## src/rtl/btn_sel_pkg.sv

```systemverilog
// Shared types and defaults for the button/select input conditioner.
// Default reset values and timing constants live here.
package btn_sel_pkg;

   localparam int SEL_W = 2;

   typedef logic [SEL_W-1:0] sel_t;

   localparam int DEBOUNCE_CYCLES_DEF = 500000;
   localparam int SCAN_CYCLES_DEF     = 50000000;

   localparam sel_t SEL_RESET = '0;

   function automatic sel_t sel_step(input sel_t s);
      return s + sel_t'(1);
   endfunction

endpackage

```

## src/rtl/debounce_cell.sv

```systemverilog
// One raw input: 2-FF synchroniser, debounce counter, rising pulse.
// The pulse is registered so it lines up with the first high level.
module debounce_cell
   import btn_sel_pkg::*;
#(
   parameter int DEBOUNCE_CYCLES = DEBOUNCE_CYCLES_DEF
) (
   input  logic i_clk,
   input  logic i_rst,
   input  logic i_raw,
   output logic o_level,
   output logic o_pulse
);

   localparam int CW = $clog2(DEBOUNCE_CYCLES);
   localparam logic [CW-1:0] CNT_LAST = CW'(DEBOUNCE_CYCLES - 1);

   logic          r_meta;
   logic          r_sync;
   logic          r_stable;
   logic          r_pulse;
   logic [CW-1:0] r_cnt;

   logic w_diff;
   logic w_done;

   assign w_diff = r_sync ^ r_stable;
   assign w_done = w_diff && (r_cnt == CNT_LAST);

   always_ff @(posedge i_clk or posedge i_rst) begin
      if (i_rst) begin
         r_meta   <= 1'b0;
         r_sync   <= 1'b0;
         r_stable <= 1'b0;
         r_pulse  <= 1'b0;
         r_cnt    <= '0;
      end else begin
         r_meta  <= i_raw;
         r_sync  <= r_meta;
         r_pulse <= w_done & r_sync;
         if (!w_diff || w_done)
            r_cnt <= '0;
         else
            r_cnt <= r_cnt + CW'(1);
         if (w_done)
            r_stable <= r_sync;
      end
   end

   assign o_level = r_stable;
   assign o_pulse = r_pulse;

endmodule

```

## src/rtl/btn_sel_cond.sv

```systemverilog
// Button/switch conditioner and 2-bit mux select register.
// Define AUTO_SCAN_EN to add a periodic select auto-advance.
module btn_sel_cond
   import btn_sel_pkg::*;
#(
   parameter int N_BTN           = 4,
   parameter int DEBOUNCE_CYCLES = DEBOUNCE_CYCLES_DEF
`ifdef AUTO_SCAN_EN
   ,
   parameter int SCAN_CYCLES     = SCAN_CYCLES_DEF
`endif
) (
   input  logic             iCLK,
   input  logic             iRST,
   input  logic [N_BTN-1:0] iBTN,
   input  logic             iBTN_NEXT,
   input  logic             iBTN_LOAD,
   input  logic [1:0]       iSEL_SW,
   output logic [N_BTN-1:0] oBTN,
   output logic [N_BTN-1:0] oBTN_PULSE,
   output logic [1:0]       oSEL
);

   localparam int NC = N_BTN + 2;

   logic [NC-1:0] w_raw;
   logic [NC-1:0] w_lvl;
   logic [NC-1:0] w_pls;
   logic          w_next;
   logic          w_load;

   sel_t r_sw_meta;
   sel_t r_sw_sync;
   sel_t r_sel;

   assign w_raw = {iBTN_LOAD, iBTN_NEXT, iBTN};

   for (genvar g = 0; g < NC; g++) begin : g_cell
      debounce_cell #(
         .DEBOUNCE_CYCLES(DEBOUNCE_CYCLES)
      ) u_cell (
         .i_clk  (iCLK),
         .i_rst  (iRST),
         .i_raw  (w_raw[g]),
         .o_level(w_lvl[g]),
         .o_pulse(w_pls[g])
      );
   end

   // A pulse always coincides with a high level; the AND keeps both used.
   assign w_next = w_pls[N_BTN]     & w_lvl[N_BTN];
   assign w_load = w_pls[N_BTN + 1] & w_lvl[N_BTN + 1];

   always_ff @(posedge iCLK or posedge iRST) begin
      if (iRST) begin
         r_sw_meta <= SEL_RESET;
         r_sw_sync <= SEL_RESET;
      end else begin
         r_sw_meta <= iSEL_SW;
         r_sw_sync <= r_sw_meta;
      end
   end

`ifdef AUTO_SCAN_EN
   localparam int SW = $clog2(SCAN_CYCLES);
   localparam logic [SW-1:0] SCAN_LAST = SW'(SCAN_CYCLES - 1);

   logic [SW-1:0] r_scan;
   logic          w_scan;

   assign w_scan = (r_scan == SCAN_LAST);

   always_ff @(posedge iCLK or posedge iRST) begin
      if (iRST)
         r_scan <= '0;
      else if (w_load || w_next || w_scan)
         r_scan <= '0;
      else
         r_scan <= r_scan + SW'(1);
   end
`endif

   always_ff @(posedge iCLK or posedge iRST) begin
      if (iRST)
         r_sel <= SEL_RESET;
      else if (w_load)
         r_sel <= r_sw_sync;
      else if (w_next)
         r_sel <= sel_step(r_sel);
`ifdef AUTO_SCAN_EN
      else if (w_scan)
         r_sel <= sel_step(r_sel);
`endif
   end

   assign oBTN       = w_lvl[N_BTN-1:0];
   assign oBTN_PULSE = w_pls[N_BTN-1:0];
   assign oSEL       = r_sel;

endmodule

```

## config.mk

```make
export PLATFORM = sky130hd
export DESIGN_NAME = btn_sel_cond
export DESIGN_NICKNAME = d
export VERILOG_FILES = /design/src/rtl/btn_sel_pkg.sv /design/src/rtl/debounce_cell.sv /design/src/rtl/btn_sel_cond.sv
export SDC_FILE = /design/constraint.sdc
export NUM_CORES = 1
export LEC_CHECK = 0
export CORE_ASPECT_RATIO = 1.1
export CORE_MARGIN = 1
export CORE_UTILIZATION = 55
export CTS_BUF_LIST = sky130_fd_sc_hd__clkbuf_16
export CTS_CLUSTER_SIZE = 12
export DETAILED_ROUTE_END_ITERATION = 6
export PLACE_DENSITY = 0.8
export REMOVE_ABC_BUFFERS = 1
export SLEW_MARGIN = 0
export SYNTH_ARGS = -nofsm -noshare
export SYNTH_HDL_FRONTEND = slang
export SYNTH_HIERARCHICAL = 1
export SYNTH_SLANG_ARGS = --single-unit
```

## constraint.sdc

```tcl
create_clock -name iCLK -period 2.01 [get_ports iCLK]
set_input_delay 0.3015 -clock iCLK [delete_from_list [all_inputs] [get_ports iCLK]]
set_output_delay 0.3015 -clock iCLK [all_outputs]
set_load 0.1 [all_outputs]
```

==> results of run 1 <==
cell families (layout without fill, tap and decap cells):
kind of cell    Yosys count  count (layout)  share of synthesized area [%]
compound gates           80              80                           7.98
xor+xnor                 74              74                           9.40
fa+ha+maj                 6               6                           1.09
buf+inv                  45             170                           3.54
flops                   144             144                           52.2
mux                       6               6                          0.979
simple gates            317             317                           24.8
flip-flops by register name, summed over array words and instances (netlist names):
name,count
r_sw_meta,2
oSEL,2
g_cell.u_cell/r_cnt,114
g_cell.u_cell/r_meta,6
r_sw_sync,2
g_cell.u_cell/o_pulse,6
g_cell.u_cell/r_sync,6
g_cell.u_cell/o_level,6
power breakdown:
part           leakage [nW]  switching, mW  total, mW  internal [mW]
sequential             1.96         0.0477       2.99           2.95
clock                 0.305           1.22       3.41           2.19
combinational          1.30          0.156      0.267          0.112
total                  3.56           1.42       6.67           5.25
synthesized netlist by cell type:
library cell    n  area [um2]
dfrtp_1       144        3600
nor2_1         98         368
xnor2_1        54         473
nand2_1        50         188
a21oi_1        38         190
nand3_1        37         185
inv_1          31         116
or3_1          24         150
or4_1          24         180
xor2_1         20         175
nor4_1         18         113
o31ai_1        18         135
nand4_1        12        75.1
nor3_1         12        60.1
o21ai_0        12        60.1
buf_4           8        60.1
and3b_1         6        52.6
and4_1          6        52.6
and4_2          6        60.1
buf_6           6        67.6
ha_1            6        75.1
mux2_2          6        67.6
nand2b_1        6        37.5
o21bai_4        6         113
o41ai_1         6        52.6
or4_4           6        67.6
or4b_1          6        60.1
or4b_2          6        60.1
worst max-delay path: cells and delay by family (launching register included):
kind / cells / cell delay, ns
buffers and inverters: 1 / 0.22
AND/OR/NAND/NOR: 3 / 1.15
AO/OA/AOI/OAI: 1 / 0.20
flip-flops: 1 / 0.38
layout make-up:
class | count | share of cell area (%)
flip-flops and latches | 144 | 41.1
repair buffers | 107 | 10.5
clock inverters | 15 | 2.48
inverters | 31 | 1.33
clock buffers | 17 | 4.85
multi-input cells | 483 | 37.6
well taps | 154 | 2.20
worst paths after layout:
check,depth (start not counted),start,end,slack (ns)
max in group asynchronous,3,iRST,g_cell[5].u_cell/r_cnt[2],1.31
worst max register to register,5,g_cell[0].u_cell/r_cnt[6],g_cell[0].u_cell/r_cnt[12],-0.07
min in group asynchronous,2,iRST,r_sw_meta[1],0.34
worst min register to register,0,g_cell[3].u_cell/r_meta,g_cell[3].u_cell/r_sync,0.35
worst max-delay path,5,g_cell[0].u_cell/r_cnt[6],g_cell[0].u_cell/r_cnt[12],-0.07
worst min-delay path,1,iBTN[2],g_cell[2].u_cell/r_meta,0.31
per-stage QoR:
step / setup slack [ns] / utilization, % / power (mW) / setup TNS [ns] / area [um2]
final: -0.0748 / 72.2 / 6.67 / -0.609 / 8770
after global routing: -0.117 / 72.2 / 6.87 / -1.99 / 8770
after CTS: -0.0141 / 69.8 / 6.67 / -0.0375 / 8470
after detailed placement: -0.0693 / 63.6 / 3.27 / -0.320 / 7720
after global placement: -0.0223 / 63.6 / 3.26 / -0.0431 / 7720
after floorplan: -0.0184 / - / 3.17 / -0.108 / 6770
routing by layer:
metal | up-vias | routed length (um) | GRT usage (%) | part of all wire [%]
met5 | - | 0 | 0 | 0
met4 | 0 | 462 | 10.4 | 2.9
met3 | 55 | 753 | 5.91 | 4.7
met2 | 202 | 8360 | 40.2 | 52
met1 | 2810 | 6560 | 30.0 | 41
li1 | 2603 | - | - | -
what timing repair did:
item	CTS	global route
setup endpoints to repair	6	92
setup buffers	4	12
hold buffers	0	0
endpoints found under the hold margin	0	0
resized for setup	19	49
cloned	0	1
pin swaps	19	26
==> metrics.md, run 1 <==
| Metric | Value |
|---|---|
| Slowest-stage cell, CP | `or4_4` |
| Startpoint types | `register` |
| Fraction of layout cells with a size suffix above 1 | `25.6%` |
| Vias post-DR | `5670` |
| Endpoints failing hold | `0` |
| PwrDens | `761 mW/mm2` |
| HP Class | `in2reg` |
| Worst slew margin | `between 60 and 70%` |
| Vias in the first global route | `5380` |
| CP arrival | `between 2 and 2.5 ns` |
| Register area | `0.00360 mm2` |
| Tightest Pin Transition | `0.562 ns` |
| H-tree depth | `4` |
| CP cell instances | `or4_1, or4_4, o21bai_4, clkbuf_16, nor2_4` |
| Commonest non-fill, non-tap cell in the layout | `dfrtp_1` |
| 1st-iter DRT viols | `~440` |
| Clk Latency, worst-skew pair | `0.43 ns` |
| Fillcell total | `between 700 and 800` |
| Max-cap viol count | `0` |
| Average cell area after synthesis | `just over 10 um2` |
| P_leak | `3.56 nW` |
| Worst VDD drop | `about 0.00066 V` |
| Critical path peak fanout | `8` |
| Netlist Area Pre-Place | `approximately 0.0069 mm2` |
| Antenna viol nets, final | `0` |
| YS warnings | `6` |
| Die area | `roughly 0.013 mm2` |
| CP required | `approximately 2.3 ns` |
| Multi-input logic area | `0.00329 mm2` |
| Count of final setup violators | `19` |
| Std cell rows | `42` |
| Synth Instances | `672` |
| Final worst path period need | `2.08 ns` |
| Unrepaired setup endpoints after global routing | `yes` |
| Yosys reg bits | `144` |
| Failing checks | `setup timing` |
| HPWL after DPL | `9350 um` |
| DRC | `0` |
| Starting Density | `roughly 57%` |
| Hold WS | `0.312 ns` |
| Largest net degree at the start of global routing | `24` |
| Nets | `800` |
| Largest stage delay, worst path | `between 0.5 and 0.6 ns` |
| Final period util | `104%` |
| Ant diodes | `0` |
| Clk slew on worst S/H paths | `0.06 ns` |
| I/O pin total | `20` |
| Clock skew | `0.00647 ns` |
| Dpl cells | `902` |
| Count of unique library cells instantiated by Yosys | `28` |
| Core Box Area | `0.0121 mm2` |
| CTS Sinks | `144` |
| Most frequent cells in the layout | `144 x dfrtp_1, 89 x buf_4, 76 x nor2_1, 54 x xnor2_1, 50 x nand2_1` |
| PnR worst setup slack | `-0.0748 ns` |
| Drt total wl | `16100 um` |
| Number of input and output port buffers inserted | `19` |
| Post-DR vias/cell | `5.96` |
| Die X | `109 um` |
| Deepest clock path buffer count | `2` |
| Max Freq | `between 0.4 and 0.5 GHz` |
| Crit end category | `register` |
| Detail-routed net length per standard cell | `17.0 um` |
| Grt total ovfl | `0` |
| Fin cells | `951` |
| Die Ht | `119 um` |
| Sequential area share after synthesis | `52.2%` |
| Drt pass-1 iters | `7` |
| Total CTS buffers | `17` |
| CTS tree | `yes` |
| Gpl congestion | `0.876` |
| Initial antenna violation count | `0` |
| WS Path Type | `reg2reg` |
| Total GRT Usage | `24.3%` |
| Layout area overhead | `27.1%` |
| Root buf cell | `clkbuf_16` |
| Status | `finished, violations left` |
| Final Slew Violations | `0` |
| First-pass GRT wire length | `24300 um` |
(Power assumes the default switching activity.)
==> run 2, diff against run 1 <==
Settings changed: CORE_MARGIN 1 to 2.
==> run 2 against run 1 <==
Effect of this change:
- the run still ends with setup timing left
- wire length fell by 2.0%
- clock power fell by 10%
- global-route usage rose by 0.11 points
- sequential power barely moved
- final cell count rose by 0.11%
- critical path type unchanged
- flip-flop and latch count did not move
- register-to-register slack barely moved
- clock-buffer cell count did not move
- setup slack improved by 0.0069 ns
==> metrics.md, run 2 (synthesized netlist as in run 1, its figures left out) <==
| Metric | Value |
|---|---|
| Most frequent cells in the layout | `143 x dfrtp_1, 90 x buf_4, 81 x nor2_1, 54 x xnor2_1, 50 x nand2_1` |
| Ant diodes | `0 (unchanged)` |
| Antenna viol nets, final | `0 (unchanged)` |
| Fillcell total | `797 (+6.8%)` |
| Number of input and output port buffers inserted | `19 (unchanged)` |
| Max Freq | `0.481 GHz (+0.33%)` |
| Final period util | `103% (-0.34 points)` |
| Nets | `802 (+0.25%)` |
| DRC | `0 (unchanged)` |
| Crit end category | `register` |
| Total GRT Usage | `24.4% (+0.11 points)` |
| Std cell rows | `42 (unchanged)` |
| Vias in the first global route | `5554 (+3.2%)` |
| CTS tree | `yes` |
| Reg2Reg Launch Point | `g_cell[5].u_cell/r_cnt[12]` |
| Largest net degree at the start of global routing | `24 (unchanged)` |
| HPWL after DPL | `10000 um (+7.1%)` |
| Die Ht | `121 um (+1.7%)` |
| First-pass GRT wire length | `26100 um (+7.4%)` |
| Slowest-stage cell, CP | `or4_4` |
| WS Path Type | `reg2reg` |
| Max reg flops | `114 (unchanged)` |
| Status | `finished, violations left` |
| Grt total ovfl | `0 (unchanged)` |
| 1st-iter DRT viols | `370 (-16%)` |
| Fraction of layout cells with a size suffix above 1 | `24.2% (-1.4 points)` |
| Core Box Area | `0.0121 mm2 (unchanged)` |
| Final worst path period need | `2.08 ns (-0.00686 ns)` |
| Critical path peak fanout | `8 (unchanged)` |
| Clock skew | `0.0122 ns (+0.00572 ns)` |
| PwrDens | `730 mW/mm2 (-4.1%)` |
| Deepest clock path buffer count | `2 (unchanged)` |
| Clk slew on worst S/H paths | `0.06 ns (about the same)` |
| Die X | `111 um (+1.8%)` |
| Vias post-DR | `5497 (-3.1%)` |
| I/O pin total | `20 (unchanged)` |
| HP Class | `in2reg` |
| Setup tns final | `-1.28 ns (-0.671 ns)` |
| Root buf cell | `clkbuf_16` |
| Drt pass-1 iters | `5 (-2)` |
| Clk Latency, worst-skew pair | `0.43 ns (about the same)` |
| CTS Sinks | `144 (unchanged)` |
| Initial antenna violation count | `0 (unchanged)` |
| Starting Density | `56.8% (unchanged)` |
| Post-DR vias/cell | `5.77 (-3.2%)` |
| Max-cap viol count | `0 (unchanged)` |
| Tightest Pin Transition | `0.411 ns (-0.151 ns)` |
| H-tree depth | `4 (unchanged)` |
| Largest stage delay, worst path | `0.57 ns (about the same)` |
| Total CTS buffers | `17 (unchanged)` |
| Detail-routed net length per standard cell | `16.6 um (-2.1%)` |
| Count of final setup violators | `42 (+23)` |
| Drt total wl | `15800 um (-2.0%)` |
| Startpoint types | `register` |
| Worst slew margin | `72.3% (+10 points)` |
| Top reg by flops | `g_cell.u_cell/r_cnt` |
| Post-CTS Hold Fix Bufs | `0 (unchanged)` |
| Die area | `0.0135 mm2 (+3.5%)` |
| Unrepaired setup endpoints after global routing | `yes` |
| Commonest non-fill, non-tap cell in the layout | `dfrtp_1` |
| CP required | `2.32 ns (about the same)` |
| Gpl congestion | `0.852 (-2.7%)` |
| Final Slew Violations | `0 (unchanged)` |
| Failing checks | `setup timing` |
| Critical Path Source | `g_cell[5].u_cell/r_cnt[12]` |
| P_leak | `3.54 nW (-0.62%)` |
| Final core utilization | `71.3% (-0.92 points)` |
| Endpoints failing hold | `0 (unchanged)` |
| Layout area overhead | `25.5%` |
| Hold Path Origin | `iSEL_SW[0]` |
| Worst VDD drop | `0.000631 V (-4.7%)` |
| PnR worst setup slack | `-0.0680 ns (+0.00686 ns)` |
| CP cell instances | `or4_1, or4_4, o21bai_4, clkbuf_16, a21oi_2` |
| CP arrival | `2.39 ns (about the same)` |
==> run 2: changes by cell type in the layout (fill, tap and decap cells not counted), moves of 3 or more <==
cell / change
or3_4: -3
nor2_2: -4
nor2_1: +5
or3_1: +3
bufinv_16: -3
==> run 2: what timing repair did <==
action	4_1_cts	5_1_grt
gates cloned	0	1
buffers inserted	7	9
pin swaps	22	22
setup endpoints to repair	21	88
resized for setup	20	34
==> run 2: per-layer routing <==
| layer | GRT usage (%) | part of all wire [%] | vias to the layer above | wire length [um] |
|---|---|---|---|---|
| met5 | 0 | 0 | - | 0 |
| met3 | 5.54 | 3.4 | 37 | 544 |
| met2 | 43.1 | 53 | 125 | 8450 |
| li1 | - | - | 2618 | - |
| met4 | 10.2 | 2.3 | 0 | 359 |
| met1 | 28.8 | 41 | 2717 | 6470 |
==> run 2: report_power, final <==
part           switching, mW  total [mW]  internal (mW)
logic                  0.155       0.263          0.108
registers             0.0432        2.99           2.95
clock network           1.25        3.06           1.81
total                   1.45        6.32           4.87
==> run 2: stage by stage <==
stage	power (mW)	worst slack, ns	hold WS (ns)	std cells	cell area (um2)
5_1_grt	6.53	-0.0885	0.317	952	8650
6_report	6.32	-0.0680	0.304	952	8650
3_3_place_gp	3.27	-0.0456	0.334	904	7750
3_5_place_dp	3.28	-0.0983	0.335	904	7750
4_1_cts	6.35	-0.0176	0.296	942	8450
2_1_floorplan	3.17	-0.0184	0.0925	658	6770
==> run 2: layout make-up <==
cell class                 instances  area (um2)  area share (%)
clock buffer                      17         425            4.92
clock inverter                    14         143            1.65
inverter                          31         116            1.34
multi-input combinational        483        3230            37.3
sequential                       144        3600            41.7
tap                              154         193            2.23
timing repair buffer             109         945            10.9
==> run 2: worst paths after layout <==
kind                                         endpoint  slack, ns  cells past startpoint
setup reg to reg           g_cell[5].u_cell/r_cnt[15]      -0.07                      5
hold reg to reg               g_cell[0].u_cell/r_sync       0.35                      0
setup / recovery           g_cell[5].u_cell/r_cnt[15]      -0.07                      5
min in group asynchronous     g_cell[5].u_cell/r_meta       0.36                      2
max in group asynchronous   g_cell[5].u_cell/r_cnt[0]       1.15                      3
hold / removal                           r_sw_meta[0]       0.30                      1
==> run 2: critical path, delay by kind of cell, from the launching register on <==
kind            cells  cell delay [ns]
simple gates        2             1.12
flops               1             0.38
compound gates      2             0.24
buf+inv             1             0.21
